`src/rtl/kernel_stream_pkg.sv`:
```
// kernel_stream_pkg
//   Shared definitions for the kernel stream driver:
//   - default stream data and buffer address widths
//   - depth of the output skid FIFO
//   - driver FSM state encoding
//   - saturating increment helper for the 32-bit stall counter
package kernel_stream_pkg;

    localparam int DEF_STREAMW = 32;
    localparam int DEF_ADDRW   = 10;
    localparam int FIFO_DEPTH  = 2;

    typedef enum logic [1:0] {
        ST_IDLE   = 2'd0,
        ST_RUN    = 2'd1,
        ST_FINISH = 2'd2
    } state_e;

    function automatic logic [31:0] sat_inc32(input logic [31:0] x);
        return (x == 32'hFFFF_FFFF) ? x : x + 32'd1;
    endfunction

endpackage

```
`src/rtl/stream_fifo2.sv`:
```
// stream_fifo2
//   Two-entry FIFO holding read data until the kernel accepts it. Entry 0 is
//   always the head, so the head output needs no read mux. Push and pop in
//   the same cycle are legal in every occupancy; a pop while empty is
//   ignored, and a push while full is accepted only together with a pop.
// Ports:
//   clk, rst   clock, asynchronous active-high reset
//   push_i     write wdata_i at the tail this cycle
//   wdata_i    data to write
//   pop_i      discard the head this cycle
//   head_o     current head entry (meaningful when count_o != 0)
//   count_o    occupancy, 0..2
module stream_fifo2
    import kernel_stream_pkg::*;
#(
    parameter int W = 64
) (
    input  logic         clk,
    input  logic         rst,
    input  logic         push_i,
    input  logic [W-1:0] wdata_i,
    input  logic         pop_i,
    output logic [W-1:0] head_o,
    output logic [1:0]   count_o
);

    logic [W-1:0] slot0_q, slot0_d;
    logic [W-1:0] slot1_q, slot1_d;
    logic [1:0]   count_q, count_d;
    logic         pop_eff;
    logic         push_eff;
    logic [1:0]   wpos;

    assign pop_eff  = pop_i && (count_q != 2'd0);
    assign push_eff = push_i && ((count_q != 2'(FIFO_DEPTH)) || pop_eff);
    // Tail position after this cycle's pop has shifted the entries down.
    assign wpos     = count_q - {1'b0, pop_eff};

    // NOTE: every signal driven here gets a default first, so no path can
    // leave it unassigned and infer a latch.
    always_comb begin
        slot0_d = slot0_q;
        slot1_d = slot1_q;
        count_d = count_q + {1'b0, push_eff} - {1'b0, pop_eff};
        if (pop_eff) begin
            slot0_d = slot1_q;
        end
        if (push_eff) begin
            if (wpos == 2'd0) begin
                slot0_d = wdata_i;
            end else begin
                slot1_d = wdata_i;
            end
        end
    end

    // NOTE: the two storage slots are reset along with the count because the
    // head drives the stream data outputs directly, and those must read zero
    // out of reset.
    always_ff @(posedge clk or posedge rst) begin
        if (rst) begin
            slot0_q <= '0;
            slot1_q <= '0;
            count_q <= 2'd0;
        end else begin
            slot0_q <= slot0_d;
            slot1_q <= slot1_d;
            count_q <= count_d;
        end
    end

    assign head_o  = slot0_q;
    assign count_o = count_q;

endmodule

```
`src/rtl/kernel_stream_driver.sv`:
```
// kernel_stream_driver
//   Reads (u, v) element pairs from two synchronous-read buffers sharing one
//   address, and presents them to a two-input kernel as a pair of
//   valid/ready streams whose valids always rise and fall together.
// Ports:
//   clk, rst                  clock, asynchronous active-high reset
//   start, nelems             launch a run of nelems elements (idle only)
//   busy, done                run in progress / one-cycle end-of-run pulse
//   stall_cycles              saturating count of valid-but-not-ready cycles
//   mem_ren, mem_raddr        shared buffer read port
//   mem_rdata_u, mem_rdata_v  read data, one cycle after mem_ren
//   u, v, ivalid_u, ivalid_v  stream outputs to the kernel
//   iready                    kernel combined ready
module kernel_stream_driver
    import kernel_stream_pkg::*;
#(
    parameter int STREAMW = DEF_STREAMW,
    parameter int ADDRW   = DEF_ADDRW
) (
    input  logic               clk,
    input  logic               rst,
    input  logic               start,
    input  logic [ADDRW:0]     nelems,
    output logic               busy,
    output logic               done,
    output logic [31:0]        stall_cycles,
    output logic               mem_ren,
    output logic [ADDRW-1:0]   mem_raddr,
    input  logic [STREAMW-1:0] mem_rdata_u,
    input  logic [STREAMW-1:0] mem_rdata_v,
    output logic [STREAMW-1:0] u,
    output logic [STREAMW-1:0] v,
    output logic               ivalid_u,
    output logic               ivalid_v,
    input  logic               iready
);

    localparam logic [ADDRW:0] CNT_ONE = {{ADDRW{1'b0}}, 1'b1};

    state_e             state_q;
    logic [ADDRW:0]     nelems_q;
    logic [ADDRW:0]     rd_cnt_q;
    logic [ADDRW:0]     out_cnt_q;
    logic               inflight_q;
    logic [31:0]        stall_q;
    logic               busy_q;
    logic               done_q;

    logic [1:0]           fifo_count;
    logic [2*STREAMW-1:0] fifo_head;
    logic                 valid;
    logic                 pop;
    logic                 credit;
    logic                 issue;
    logic                 last_hs;
    logic [2:0]           credit_used;
    logic [2:0]           credit_limit;

    // ------------------------------------------------------------------
    // Stream side
    // ------------------------------------------------------------------
    assign valid = (fifo_count != 2'd0);
    assign pop   = valid && iready;

    stream_fifo2 #(
        .W (2*STREAMW)
    ) u_fifo (
        .clk     (clk),
        .rst     (rst),
        .push_i  (inflight_q),
        .wdata_i ({mem_rdata_u, mem_rdata_v}),
        .pop_i   (pop),
        .head_o  (fifo_head),
        .count_o (fifo_count)
    );

    assign u        = fifo_head[2*STREAMW-1:STREAMW];
    assign v        = fifo_head[STREAMW-1:0];
    assign ivalid_u = valid;
    assign ivalid_v = valid;

    // ------------------------------------------------------------------
    // Read issue
    // ------------------------------------------------------------------
    // Entries already buffered plus the one read in flight must leave room
    // for one more. Counting this cycle's pop as freed space (written as
    // used < 2 + pop to stay unsigned) lets issuing restart in the very
    // cycle backpressure clears, so there is no bubble after a stall.
    assign credit_used  = {1'b0, fifo_count} + {2'b00, inflight_q};
    assign credit_limit = 3'd2 + {2'b00, pop};
    assign credit       = (credit_used < credit_limit);

    // Issue stays combinational: it depends on this cycle's iready through
    // the pop-aware credit.
    assign issue     = (state_q == ST_RUN) && (rd_cnt_q < nelems_q) && credit;
    assign mem_ren   = issue;
    assign mem_raddr = issue ? rd_cnt_q[ADDRW-1:0] : '0;

    // Compare against out_cnt+1 rather than nelems-1 so a zero count can
    // never underflow into a spurious match.
    assign last_hs = pop && ((out_cnt_q + CNT_ONE) == nelems_q);

    // ------------------------------------------------------------------
    // Control FSM, counters and registered status outputs
    // ------------------------------------------------------------------
    // NOTE: all state here uses non-blocking assignments so every register
    // samples the values from before this edge, whatever the statement order.
    always_ff @(posedge clk or posedge rst) begin
        if (rst) begin
            state_q    <= ST_IDLE;
            nelems_q   <= '0;
            rd_cnt_q   <= '0;
            out_cnt_q  <= '0;
            inflight_q <= 1'b0;
            stall_q    <= '0;
            busy_q     <= 1'b0;
            done_q     <= 1'b0;
        end else begin
            // Read data is captured by the FIFO the cycle after the request.
            inflight_q <= issue;

            unique case (state_q)
                ST_IDLE: begin
                    done_q <= 1'b0;
                    if (start) begin
                        nelems_q  <= nelems;
                        rd_cnt_q  <= '0;
                        out_cnt_q <= '0;
                        stall_q   <= '0;
                        if (nelems == '0) begin
                            state_q <= ST_FINISH;
                            done_q  <= 1'b1;
                        end else begin
                            state_q <= ST_RUN;
                            busy_q  <= 1'b1;
                        end
                    end
                end

                ST_RUN: begin
                    if (issue) begin
                        rd_cnt_q <= rd_cnt_q + CNT_ONE;
                    end
                    if (pop) begin
                        out_cnt_q <= out_cnt_q + CNT_ONE;
                    end
                    if (valid && !iready) begin
                        stall_q <= sat_inc32(stall_q);
                    end
                    if (last_hs) begin
                        state_q <= ST_FINISH;
                        busy_q  <= 1'b0;
                        done_q  <= 1'b1;
                    end
                end

                ST_FINISH: begin
                    state_q <= ST_IDLE;
                    done_q  <= 1'b0;
                end

                default: begin
                    state_q <= ST_IDLE;
                    busy_q  <= 1'b0;
                    done_q  <= 1'b0;
                end
            endcase
        end
    end

    assign busy         = busy_q;
    assign done         = done_q;
    assign stall_cycles = stall_q;

endmodule

```
`config.mk`:
```
export PLATFORM = sky130hd
export DESIGN_NAME = kernel_stream_driver
export DESIGN_NICKNAME = d
export VERILOG_FILES = /design/src/rtl/kernel_stream_pkg.sv /design/src/rtl/stream_fifo2.sv /design/src/rtl/kernel_stream_driver.sv
export SDC_FILE = /design/constraint.sdc
export NUM_CORES = 1
export LEC_CHECK = 0
export BUFFER_PORTS_ARGS = -buffer_cell sky130_fd_sc_hd__buf_2
export CAP_MARGIN = 20
export CORE_ASPECT_RATIO = 2
export CORE_MARGIN = 2
export CORE_UTILIZATION = 50
export DETAILED_ROUTE_END_ITERATION = 7
export GPL_ROUTABILITY_DRIVEN = 0
export PLACE_DENSITY_LB_ADDON = 0.1
export SLEW_MARGIN = 15
export SYNTH_ARGS = -nofsm -noshare
export SYNTH_HDL_FRONTEND = slang
export SYNTH_SLANG_ARGS = --single-unit
```
`constraint.sdc`:
```
create_clock -name clk -period 7.1 [get_ports clk]
set_clock_uncertainty 0.15 [all_clocks]
set_input_delay 0.355 -clock clk [delete_from_list [all_inputs] [get_ports clk]]
set_output_delay 0.355 -clock clk [all_outputs]
set_load 0.02 [all_outputs]
```
---- Yosys cells after proc, flatten, opt, wreduce, memory -nomap -nowiden ----
Cells that the tools add are included.
storage, ports and cells
  flip-flop bits (word level) ............. 200
  bits in latches ......................... 0
  memory bits (writable) .................. 0
  bits in read-only memories .............. 0
  output and inout port bits .............. 111
  logic and storage cells ................. 81
  memories ................................ 0
operators by class
  $add $sub $neg .......................... 8
  multipliers ............................. 0
  div/mod/pow operators ................... 0
  $lt $le $gt $ge ......................... 2
  eq/ne operators ......................... 12
  shift-type cells ........................ 0
  muxes and demuxes ....................... 25
  bitwise logic cells ..................... 2
  reductions and logical operators ........ 21
operators with widths
  cell                                                             count
  64-bit 2-to-1 mux                                                3
  32-bit 2-to-1 mux                                                3
  32-bit case mux with 2 select lines                              1
  11-bit case mux with 2 select lines                              2
  11-bit 2-to-1 mux                                                3
  32-bit by 1-bit adder with 32-bit output, second input constant  1
  32-bit equality test, second input constant                      1
  11-bit by 1-bit adder with 11-bit output, second input constant  2
  2-bit != test, second input constant                             7
  11-bit equality test                                             1
  11-bit logical NOT                                               1
  11-bit less-than comparator                                      1
  10-bit 2-to-1 mux                                                1
  4-bit AND reduction                                              2
  1-bit logical AND                                                7
  1-bit 2-to-1 mux                                                 6
  2-bit 2-to-1 mux                                                 3
  2-bit AND reduction                                              3
  3-bit AND reduction                                              2
  2-bit logical NOT                                                2
  2-bit case mux with 2 select lines                               1
  2-bit nonzero test                                               2
  2-bit by 1-bit subtractor with 2-bit output                      2
  2-bit by 1-bit adder with 3-bit output                           1
  other kinds (11)                                                 12

---- Longest topological paths before layout ----
Gate-level depths: netlist of the first run.
  word-level depth ........................ 7
  mapped depth ............................ 10
  depth with buffers taken out ............ 8

---- Cells and area by module ----
From an unflattened synthesis of the first run, not the netlist that was laid out.
second synthesis, totals
  cells, all modules ...................... 801
  area, all modules ....................... 9942.0 um2
modules (own cells, without submodules)
  module                instances  cells each  area each (um2)  seq. area each (um2)
  stream_fifo2          1          355         5880.6           3253.1
  kernel_stream_driver  1          446         4061.4           1751.7

---- Worst setup path before layout of the first run ----
OpenSTA, ideal clock, no wires.
  kind .................................... reg2out
  start point ............................. register nelems_q[8]
  end point ............................... output mem_raddr[0]
  arrival ................................. 2176 ps
  data required time ...................... 6595 ps
  slack ................................... 4419 ps
  stages on the path, launching flop included .. 10
  cells stage by stage .................... dfrtp_1 > inv_1 > ha_1 > a21o_1 > a21oi_1 > o211a_1 > buf_2 > a21boi_1 > buf_2 > and2_1
between the ends
  cells in the longest elaborated chain, start to end .. 4
RTL lines
  what                             line                         source
  from (decl)                      kernel_stream_driver.sv:41   logic [ADDRW:0] nelems_q;
  from (signal assigned)           kernel_stream_driver.sv:126  nelems_q <= nelems;
  11-bit less-than comparator      kernel_stream_driver.sv:95   assign issue = (state_q == ST_RUN) && (rd_cnt_q < nelems_q) && credit;
  1-bit logical AND (2 in series)  kernel_stream_driver.sv:95
  net mem_ren                      kernel_stream_driver.sv:27   output logic mem_ren,
  10-bit 2-to-1 mux                kernel_stream_driver.sv:97   assign mem_raddr = issue ? rd_cnt_q[ADDRW-1:0] : '0;
  to (decl)                        kernel_stream_driver.sv:28   output logic [ADDRW-1:0] mem_raddr,
The timed path passes the listed nets, and every way through them passes these cells.

---- Final worst setup path of the first run ----
  start point ............................. register u_fifo.count_q[0] (netlist: u_fifo.count_o[0])
  end point ............................... register u_fifo.slot0_q[29] (netlist: u_fifo.head_o[29])
between the ends
  cells in the longest elaborated chain, start to end .. 7
RTL lines
  what                                         line                                            source
  from (decl)                                  stream_fifo2.sv:29                              logic [1:0] count_q, count_d;
  from (signal assigned)                       stream_fifo2.sv:68                              count_q <= count_d;
  2-bit nonzero test                           stream_fifo2.sv:34, kernel_stream_driver.sv:62
  1-bit logical AND                            kernel_stream_driver.sv:63                      assign pop = valid && iready;
  1-bit logical AND                            stream_fifo2.sv:34                              assign pop_eff = pop_i && (count_q != 2'd0);
  2-bit by 1-bit subtractor with 2-bit output  stream_fifo2.sv:37                              assign wpos = count_q - {1'b0, pop_eff};
  2-bit logical NOT                            stream_fifo2.sv:49                              if (wpos == 2'd0) begin
  64-bit 2-to-1 mux                            stream_fifo2.sv:49
  64-bit 2-to-1 mux (*)                        stream_fifo2.sv:48                              if (push_eff) begin
  net u_fifo.slot0_d[29]                       stream_fifo2.sv:27                              logic [W-1:0] slot0_q, slot0_d;
  to (signal assigned)                         stream_fifo2.sv:66                              slot0_q <= slot0_d;
  to (decl)                                    stream_fifo2.sv:27
The timed path passes the listed nets; every way through them passes the cells marked *.
A chain may end at the register's enable or synchronous reset.

==> flow_summary.toml, run 1 <==
[outcome]
status = "finished, final reports clean"

[route]
drc = 0
via_count = 7801
post_drt_wl_per_cell_um = 16.8
wirelength_um = 24100
drtIter0Drc = 349
post_drt_via_cell_ratio = 5.45
drtAntennaViolNets = 0
dr.pass1.iters = 5

[timing]
hold_ws_ns = 0.0193
setup_tns_ns = 0
setup-violations-final = 0
maxSlewViolCount = 0
rsz0062_at_grt = "false"
worst_slew_pin_slew_ns = 1.05
max_freq_mhz = 271
layout_min_cycle_time_ns = 3.69
maxSlewHeadroom_pct = 29.7
timing.final.hold_violations = 0
period_share_pct = 52.0

[global_routing]
antenna_found_initial = 2
grt_max_degree = 126
track_usage_pct = 24.7
grt_overflow_total = 0
grt_first_pass_wirelength_um = 39700
grt_pass1_vias = 8032

[place]
portBuffers = 189
post-dp-hpwl_um = 16600
post-place-cells = 1390

[clock_tree]
htreeDepth = 4
cts_buffers = 17
cts_resized = 0
worstSkewPairLatency_ns = 0.43
clock-root-buffer = "clkbuf_16"
cts.sinks = 200
clk_pin_slew_ns = 0.08
cts_tree = "built"
cts_buffer_depth = 2

[setup_path]
timing.rr.start = "u_fifo.count_o[0]"
ff2ff_setup_slack_ns = 3.41
cp_num_buf_inv = 3
cp_cell_sequence = "o21ai_4 -> buf_4 -> inv_2 -> ha_1 -> xnor2_1 -> nand3_4 -> buf_4 -> nor2_1 -> a31oi_1"
worstSetupStartpointType = "register"
path_max_fanout = 72
required_ns = 7.22
cpPeakStageDelay_ns = 0.65
crit_type = "reg2reg"
crit_arrival_ns = 3.82
end_kind = "register"
crit_slowest_cell = "buf_4"
crit_top_cell = "buf_4"
rr_endpoint = "u_fifo.head_o[29]"
critPathTopFamily = "buffers and inverters"
r2r_cells = 9

[hold_path]
hp-class = "in2reg"
min_to = "nelems_q[10]"
hp-start = "nelems[10]"
min_path_cells = 3

[die]
core_um2 = 18800
die_y_um = 200
ios = 190
die_w_um = 102
die-area_um2 = 20400
rows = 71
start_util_pct = 50.9

[yosys]
ys_ff_latch = 200
synth_nets = 1088
ys_seq_area_share_pct = 52.2
synth-edff-count = 0
yosys_warnings = 0
syn_area_per_cell_um2 = 9.67
synth_area_leader_cell = "dfrtp_1"
synthCells = 992
synth.cell_area_um2 = 9590
ys_top_cells_by_area = "dfrtp_1 (52%), mux2_2 (7.5%), nand2_1 (7.5%), a31oi_1 (4.2%), nor2_1 (4.2%)"
synth_flop_cell = "dfrtp_1"
synthArstFlopShare_pct = 100
synth_top_area_share_pct = 52.2
synth.distinct_cells = 59

[power_and_ir_drop]
ir_worst_vdd_v = 0.000265
power_density_nw_per_um2 = 409
p_leak_nw = 5.44

[final_layout]
layout-drive-gt1-share_pct = 26.7
fin_cells = 1431
fin_nets = 1258
area_delta_synth_final_pct = 18.9

[flow_run]
cap_violations = 0
-- sequential cells by signal, indices dropped and copies added (netlist names) --
register and flops:
busy 1, done 1, inflight_q 1, nelems_q 11, out_cnt_q 11, rd_cnt_q 11, stall_cycles 32, state_q 2
u_fifo.count_o 2, u_fifo.head_o 64, u_fifo.slot1_q 64
-- worst reg2reg max path, cell delays in order (launching register included) --
cell and delay (ns):
dfrtp_1 0.45, o21ai_4 0.16, buf_4 0.65, inv_2 0.08, ha_1 0.22, xnor2_1 0.46, nand3_4 0.55, buf_4 0.56
nor2_1 0.22, a31oi_1 0.06
-- through the flow --
step	setup WS, ns	power (W)	instance area [um^2]	utilization, %
final	3.41	0.00466	11400	60.6
after global routing	2.99	0.00499	11400	60.5
after CTS	3.22	0.00471	11400	60.4
after detailed placement	3.34	0.00374	10700	57.0
after global placement	3.12	0.00367	10700	56.9
after floorplan	1.14	0.00314	9590	-
-- report_power, final --
group          internal (W)  switching [W]  leakage (nW)
Combinational      0.000741        0.00109          2.66
Sequential          0.00159       0.000291          2.51
Clock              0.000507       0.000444         0.278
Total               0.00284        0.00183          5.44
-- logic make-up (layout without fill, tap and decap cells) --
family | Yosys count | after routing | synth area share (%)
AND/OR/NAND/NOR | 427 | 427 | 20.1
flip-flops | 200 | 200 | 52.2
AO/OA/AOI/OAI | 164 | 164 | 10.6
buffers and inverters | 78 | 261 | 3.43
multiplexers | 75 | 75 | 8.66
XOR/XNOR | 31 | 31 | 2.83
adder cells (fa/ha/maj) | 17 | 17 | 2.22
other | 0 | 1 | 0
-- synth_stat cells (2+ instances only) --
cell      number
a31oi_1       65
nor2b_1        3
buf_2         10
o21ai_0       43
nand3_1       30
mux2_2        64
clkbuf_1      37
xor2_1        17
inv_1         23
xnor2_1       14
a21oi_1       25
buf_1          3
ha_1          17
nor2_1       107
or4_1          2
o211ai_1       2
a21o_1         3
mux2i_1       11
nand4_2        2
nor4_1         4
nor3_1         9
buf_6          2
and3_1        12
dfrtp_1      200
o41ai_1        2
a2111o_1       4
nand2b_1       9
and2_1        15
o31ai_1        4
nand4_1       20
nand2_1      192
buf_4          2
or3_1         11
o211a_1        2
nor3_2         2
-- worst max-delay path by stage --
stage,from,endpoint,depth (start not counted)
2_1_floorplan,rst,busy,1
3_3_place_gp,u_fifo.count_o[0],u_fifo.slot1_q[19],8
3_5_place_dp,u_fifo.count_o[0],u_fifo.head_o[31],9
4_1_cts,u_fifo.count_o[1],mem_raddr[8],7
5_1_grt,u_fifo.count_o[0],u_fifo.head_o[8],9
6_report,u_fifo.count_o[0],u_fifo.head_o[29],9
-- placed cells by master (no fill, tap or decap), types with 17 or more instances in the layout --
cell       Yosys  final
a21oi_1       25     25
a31oi_1       65     65
buf_2         10    189
clkbuf_16      0     17
dfrtp_1      200    200
ha_1          17     17
inv_1         23     21
mux2_2        64     64
nand2_1      192    192
nand3_1       30     29
nand4_1       20     20
nor2_1       107    107
o21ai_0       43     43
xor2_1        17     17
-- layer usage --
layer	vias up	share of wire, %	GRT usage [%]
met1	3810	38	28.2
met3	47	4.4	5.50
met4	2	2.7	8.84
met2	173	55	44.4
met5	-	0.046	0
li1	3769	-	-
-- area by class of cell --
type,instances,area [um^2]
Antenna cell,1,2.50
Clock buffer,19,453
Clock inverter,13,119
Fill cell,1712,7430
Inverter,23,93.8
Multi-Input combinational cell,714,4290
Sequential cell,200,5000
Tap cell,255,319
Timing Repair Buffer,206,1120
-- repair_timing --
action | 4_1_cts | 5_1_grt
hold endpoints to repair | 34 | 0
hold buffers | 6 | 0
setup buffers | 0 | 0
endpoints found under the setup margin | 0 | 0
Note: power is estimated with default switching activity, not from simulation.
==> run 2: changes to the inputs <==
==> constraint.sdc (replaced) <==
create_clock -name clk -period 3.9 [get_ports clk]
set_clock_uncertainty 0.15 [all_clocks]
set_input_delay 0.195 -clock clk [delete_from_list [all_inputs] [get_ports clk]]
set_output_delay 0.195 -clock clk [all_outputs]
set_load 0.02 [all_outputs]
==> flow_summary.toml, run 2 (synthesized netlist as in run 1, its figures left out) <==
[final_layout]
stdcell_area_um2 = 12100
final_cell_mix = "dfrtp_1 (200), nand2_1 (192), buf_2 (189), nor2_1 (107), dlygate4sd3_1 (76)"
diodes = 0
fillCellCount = 1612
fin_nets = 1331
area_delta_synth_final_pct = 26.6
seq_area_um2 = 5000
final_common_cell = "dfrtp_1"
multi_input_area_um2 = 4290
layout-drive-gt1-share_pct = 25.4

[place]
place_area_um2 = 10800
portBuffers = 189
post-dp-hpwl_um = 16900

[clock_tree]
cts_setup_buffers = 0
cts_tree = "built"
cts_buffers = 17
clock-root-buffer = "clkbuf_16"
worstSkewPairLatency_ns = 0.44
cts_buffer_depth = 2
clk_pin_slew_ns = 0.07
htreeDepth = 4
cts.sinks = 200

[setup_path]
path_max_fanout = 14
required_ns = 3.56
crit_arrival_ns = 3.14
worstSetupStartpointType = "register"
crit_type = "reg2out"
end_kind = "output pin"

[die]
rows = 71
start_util_pct = 50.9
die_w_um = 102
core_um2 = 18800
die_y_um = 200
ios = 190
die-area_um2 = 20400

[route]
post_drt_wl_per_cell_um = 16.9
post_drt_via_cell_ratio = 5.49
via_count = 8252
drtAntennaViolNets = 0
drtIter0Drc = 282
drc = 0
dr.pass1.iters = 7
wirelength_um = 25300

[timing]
worst_slew_pin_slew_ns = 0.985
period_share_pct = 89.3
rsz0062_at_grt = "false"
layout_min_cycle_time_ns = 3.48
maxSlewHeadroom_pct = 34.2
timing.final.hold_violations = 0
setup_tns_ns = 0
max_freq_mhz = 287
maxSlewViolCount = 0
setup-violations-final = 0

[hold_path]
hp-class = "in2reg"

[global_routing]
antenna_found_initial = 0
grt_overflow_total = 0
track_usage_pct = 25.8
grt_pass1_vias = 8431
grt_max_degree = 79
grt_first_pass_wirelength_um = 41100

[power_and_ir_drop]
p_switching_w = 0.00335
power_density_nw_per_um2 = 702
comb_power_share_pct = 40.2
ir_worst_vdd_v = 0.000521
pwr-share-clk_pct = 19.7
p_leak_nw = 5.73
internal_power_w = 0.00517
seq_power_share_pct = 40.1
switching_share_pct = 39.3

[outcome]
status = "finished, final reports clean"

[flow_run]
cap_violations = 0
[run 2: cell types whose count changed in the layout (fill, tap and decap cells not counted), sizes merged]
cell | previous run | this run
buf | 200 | 203
bufinv | 1 | 0
clkbuf | 19 | 20
clkinv | 4 | 5
clkinvlp | 3 | 6
diode | 1 | 0
dlygate4sd3 | 6 | 76
inv | 28 | 24
[run 2: stage by stage]
stage	instances	hold WS (ns)	total power, W	util [%]	worst slack, ns
after floorplan	992	0.150	0.00572	-	0.967
after global placement	1394	0.249	0.00671	57.3	0.942
after detailed placement	1395	0.248	0.00682	57.4	0.861
after CTS	1503	0.0425	0.00857	64.4	0.387
after global routing	1503	0.0656	0.00908	64.4	0.148
final	1503	0.0546	0.00852	64.4	0.417
[run 2: layout make-up]
cell class / count / share of cell area, %
Inverter: 23 / 0.742
Clock buffer: 20 / 3.85
Timing Repair Buffer: 279 / 15.4
Clock inverter: 12 / 0.773
Multi-Input combinational cell: 714 / 35.4
Sequential cell: 200 / 41.2
Tap cell: 255 / 2.63
[run 2: path summary, 6_finish.rpt]
kind	start	to	slack, ns	cells past startpoint
max	nelems_q[8]	mem_raddr[8]	0.42	8
max in group asynchronous	rst	stall_cycles[3]	2.31	4
min in group asynchronous	rst	u_fifo.head_o[51]	0.33	3
min reg2reg	u_fifo.slot1_q[44]	u_fifo.slot1_q[44]	0.36	1
min	iready	stall_cycles[0]	0.05	4
max reg2reg	u_fifo.count_o[0]	out_cnt_q[7]	1.08	6
[run 2: power groups by stage]
stage	combinational, W	sequential, W	clock (W)
2_1_floorplan	0.00197	0.00375	0
3_3_place_gp	0.00330	0.00342	0
3_5_place_dp	0.00338	0.00344	0
4_1_cts	0.00345	0.00341	0.00171
5_1_grt	0.00377	0.00352	0.00179
6_report	0.00342	0.00342	0.00167
[run 2: metal layers]
metal	track usage [%]	up-vias	wire length, um
met4	12.5	0	853
met5	0	-	0
met1	28.4	4066	9590
met2	47.0	209	14000
li1	-	3925	-
met3	4.42	52	877
[run 2: critical path, stage by stage (launching register included)]
cell      delay [ns]
dfrtp_1         0.40
inv_1           0.08
ha_1            0.31
a21o_1          0.19
a21oi_1         0.13
o211a_1         0.32
a21boi_1        0.84
and2_1          0.25
buf_2           0.17
[run 2: what timing repair did]
item / in CTS / in global routing
hold endpoints to repair: 172 / 0
gates resized for setup: 0 / 0
hold buffers: 76 / 0
